### src/rtl/adder_arbiter.sv
// Two-requester arbiter sharing one N-bit adder with a single registered result slot.
// Define ADDER_ARBITER_RR_EN for round-robin arbitration; otherwise requester 0 has fixed priority.
module adder_arbiter #(
   parameter int N = 32
) (
   input  logic         clk,
   input  logic         rst,
   input  logic         req0_valid,
   output logic         req0_ready,
   input  logic [N-1:0] req0_a,
   input  logic [N-1:0] req0_b,
   input  logic         req0_cin,
   input  logic         req1_valid,
   output logic         req1_ready,
   input  logic [N-1:0] req1_a,
   input  logic [N-1:0] req1_b,
   input  logic         req1_cin,
   output logic         res_valid,
   input  logic         res_ready,
   output logic [N-1:0] res_sum,
   output logic         res_cout,
   output logic         res_id
);

   typedef enum logic {EMPTY = 1'b0, FULL = 1'b1} state_t;

   state_t       state_q, state_d;
   logic [N-1:0] sum_q, sum_d;
   logic         cout_q, cout_d;
   logic         id_q, id_d;
   logic         outFree;
   logic         grant0, grant1;
   logic         transfer;
   logic         selId;
   logic [N:0]   sumFull;

`ifdef ADDER_ARBITER_RR_EN
   logic         last_q, last_d;

   // On contention the requester not granted last wins; pointer resets to 1 so req0 wins first.
   always_comb begin
      grant0 = 1'b0;
      grant1 = 1'b0;
      if (req0_valid && req1_valid) begin
         grant0 = last_q;
         grant1 = !last_q;
      end else begin
         grant0 = req0_valid;
         grant1 = req1_valid;
      end
   end

   always_comb begin
      last_d = last_q;
      if (transfer) begin
         last_d = selId;
      end
   end

   always_ff @(posedge clk or negedge rst) begin
      if (!rst) begin
         last_q <= 1'b1;
      end else begin
         last_q <= last_d;
      end
   end
`else
   always_comb begin
      grant0 = req0_valid;
      grant1 = req1_valid && !req0_valid;
   end
`endif

   // Readies are held low during reset even though the slot looks free.
   always_comb begin
      outFree    = (state_q == EMPTY) || res_ready;
      req0_ready = rst && grant0 && outFree;
      req1_ready = rst && grant1 && outFree;
      transfer   = req0_ready || req1_ready;
      selId      = req1_ready;
   end

   always_comb begin
      sumFull = '0;
      if (selId) begin
         sumFull = {1'b0, req1_a} + {1'b0, req1_b} + {{N{1'b0}}, req1_cin};
      end else begin
         sumFull = {1'b0, req0_a} + {1'b0, req0_b} + {{N{1'b0}}, req0_cin};
      end
   end

   always_comb begin
      state_d = state_q;
      sum_d   = sum_q;
      cout_d  = cout_q;
      id_d    = id_q;
      if (transfer) begin
         state_d = FULL;
         sum_d   = sumFull[N-1:0];
         cout_d  = sumFull[N];
         id_d    = selId;
      end else if (state_q == FULL && res_ready) begin
         state_d = EMPTY;
      end
   end

   always_ff @(posedge clk or negedge rst) begin
      if (!rst) begin
         state_q <= EMPTY;
         sum_q   <= '0;
         cout_q  <= 1'b0;
         id_q    <= 1'b0;
      end else begin
         state_q <= state_d;
         sum_q   <= sum_d;
         cout_q  <= cout_d;
         id_q    <= id_d;
      end
   end

   assign res_valid = (state_q == FULL);
   assign res_sum   = sum_q;
   assign res_cout  = cout_q;
   assign res_id    = id_q;

endmodule

### config.mk
export PLATFORM = sky130hd
export DESIGN_NAME = adder_arbiter
export DESIGN_NICKNAME = d
export VERILOG_FILES = /design/src/rtl/adder_arbiter.sv
export SDC_FILE = /design/constraint.sdc
export NUM_CORES = 1
export LEC_CHECK = 0
export CAP_MARGIN = 20
export CORE_AREA = 2 2 110 112
export DETAILED_ROUTE_END_ITERATION = 10
export DIE_AREA = 0 0 112 114
export HOLD_SLACK_MARGIN = 0.02
export PLACE_DENSITY = 0.77
export SYNTH_ARGS = -nofsm -noshare
export SYNTH_HDL_FRONTEND = slang
export SYNTH_SLANG_ARGS = --single-unit
### constraint.sdc
create_clock -name clk -period 2.7 [get_ports clk]
set_input_delay 0.81 -clock clk [delete_from_list [all_inputs] [get_ports clk]]
set_output_delay 0.81 -clock clk [all_outputs]
set_load 0.05 [all_outputs]
==> metrics.cfg <==
[outcome]
failed_checks=setup timing
status=finished, violations left

[pwr]
p_per_area_nw_per_um2=449.0
static-leakage-power_nw=4.254
vdd_drop_max_uv=541.1
total_power_mw=4.167

[sta]
slew_viol_final=0
fin_setup_tns_ns=-8.891
finalCriticalPeriod_ns=3.294
grt_setup_unrepaired=true
maxSlewHeadroom=0.6147
setup_ws_ns=-0.5940
clock_skew_ns=0.002712
timing.final.hold_violations=0
worst_pin_slew_ns=0.5761
fin_crit_sh=1.220
setup_viol=27
max_freq_mhz=303.6

[die]
die_area_um2=12770
core.rowCount=40
die_h_um=114
initial_core_util=0.4042
die_w_um=112
core-area_um2=11710
ios=172

[drt]
first_pass_iters=5
route.detailed.drc=0
viasPerCell=5.720
vias=6435
ant_nets=0
initialDrtViolationCount=402
routed_wl_um=20450
wl_per_cell_um=18.18

[clock_network]
cts_buffers=5
clk_pin_slew_worst_paths_ns=0.05
hold_buffers=0
clockBufferDepth=2
htree_levels=2
clk_latency_ns=0.27
cts.sinks=35
root_buffer=clkbuf_16
cts_tree=done

[worst_setup_path]
cp_common_cell=fa_2
slowest_stage=fa_2
crit_family=compound AO/OA/AOI/OAI gates
path_max_fanout=2
path_cells=buf_6 -> fa_2 -> fa_2 -> a211oi_2 -> o21a_1 -> or3_4 -> a41oi_4 -> o41a_4 -> a31oi_4 -> o21ai_2 -> xnor2_1 -> o221a_1
endpoint_kind=flip-flop
critical_path_buf_inv_count=1
slowest_delay_ns=0.41
startpoint_type=primary input
critical_path_class=primary input to flip-flop
arrival_ns=3.45
cp_data_required_time_ns=2.85

[yosys]
yosysMostFrequentCell=a21oi_1
ys_types=67
yosys_most_used_dff=dfrtp_1
yosysWarnings=0
synth.area.top_cells=dfrtp_1, ha_1, a21oi_1
post-synth-top-area-fraction=0.1850
postSynthRegisterBits=35
synthTopCellsByCount=a21oi_1, ha_1, nor2_1
synthesis.area_um2=4733
synthCells=598
yosysSeqAreaShare=0.1850
ys_async_sr_fraction=1.000
yosysTopAreaCell=dfrtp_1
synth_area_per_cell_um2=7.915
synth_edf_count=0
synth_fp_nets=799

[grt]
antenna_found_initial=0
overflow=0
grt_max_degree=36
first_global_vias=6631
grt_pass1_wl_um=31440
grt_usage=0.3004

[placement]
hpwl_um=14830
gp_congestion=0.9069
pre_cts_ws_ns=-1.201
postPlaceCellArea_um2=8177
portBuffers=171

[cells_and_area]
postLayoutCellArea_um2=9279
area_delta_synth_final_pct=96.03
drive_gt1_frac=0.3712
antenna_cells=0
final_nets=1178

[hold_path]
hold_path.class=flip-flop to flip-flop

[flow_run]
maxCapViolations=0

==> metrics by stage <==
step,std cells,utilization,hold WS [ns]
floorplan,598,-,0.5144
global placement,1084,0.6982,0.4657
detailed placement,1084,0.6982,0.4826
CTS,1118,0.7710,0.5031
global route,1125,0.7923,0.5253
finish,1125,0.7923,0.4983
==> cell families after synthesis <==
group,after synthesis,synth area share
flip-flops,35,0.1850
AO/OA/AOI/OAI,234,0.3244
XOR/XNOR,50,0.09252
adder cells (fa/ha/maj),66,0.1808
AND/OR/NAND/NOR,171,0.1716
multiplexers,8,0.01718
buffers and inverters,34,0.02855
==> worst min-delay path, stage by stage (launching register included) <==
cell	delay [ns]
dfrtp_1	0.34
nand2_1	0.05
o221ai_1	0.06
==> metal layers <==
layer	share of wire	global-route usage	wire, um	vias to the layer above
li1	-	-	-	3001
met1	0.36	0.3331	7447	3042
met2	0.53	0.5782	10780	319
met3	0.069	0.05739	1409	73
met4	0.040	0.09512	809	0
met5	0	0	0	-
==> state kept, by name (all words and copies together) (netlist names) <==
register	cells
res_sum	32
res_id	1
res_cout	1
res_valid	1
==> power by group <==
| part | total, mW | leakage [nW] | switching, mW | internal (mW) |
|---|---|---|---|---|
| Clock | 0.546 | 0.0679 | 0.205 | 0.341 |
| Sequential | 0.765 | 0.405 | 0.105 | 0.660 |
| Combinational | 2.86 | 3.78 | 1.51 | 1.34 |
| Total | 4.17 | 4.25 | 1.82 | 2.34 |
==> path summary, 6_finish.rpt <==
kind                             start           to  slack [ns]  cells after the start
min in group asynchronous          rst  res_sum[25]        0.66                      2
hold / removal             res_sum[15]  res_sum[15]        0.50                      2
max in group asynchronous          rst   res_sum[9]        1.71                      2
setup / recovery             req0_a[0]  res_sum[30]       -0.59                     12
hold reg to reg            res_sum[15]  res_sum[15]        0.50                      2
setup reg to reg             res_valid  res_sum[30]        0.83                      9
==> cells in the final DEF, fill, tap and decap left out, types with 10 or more instances in the layout <==
cell type,instances
buf_4,203
nand2_1,47
xnor2_2,10
o21ai_1,20
buf_6,21
a21o_1,35
a21oi_2,10
nor2_1,48
xnor2_1,18
ha_4,20
a21oi_1,58
nand3_1,13
dfrtp_1,35
ha_1,42
o21ai_0,15
dlygate4sd2_1,37
xor2_1,18
clkdlybuf4s50_1,116
==> timing repair <==
action                     CTS  global route
resized for setup          179            37
buffers inserted            26             8
setup endpoints to repair   31            30
pin swaps                  108            34
==> cell type report <==
class	instances	area, um2
multi-input combinational	529	4612
timing repair buffer	394	3420
fill	772	2432
sequential	35	875.8
tap	147	183.9
clock buffer	7	132.6
inverter	12	50.05
clock inverter	1	5.005
No activity file was read; power rests on OpenSTA's default activity.
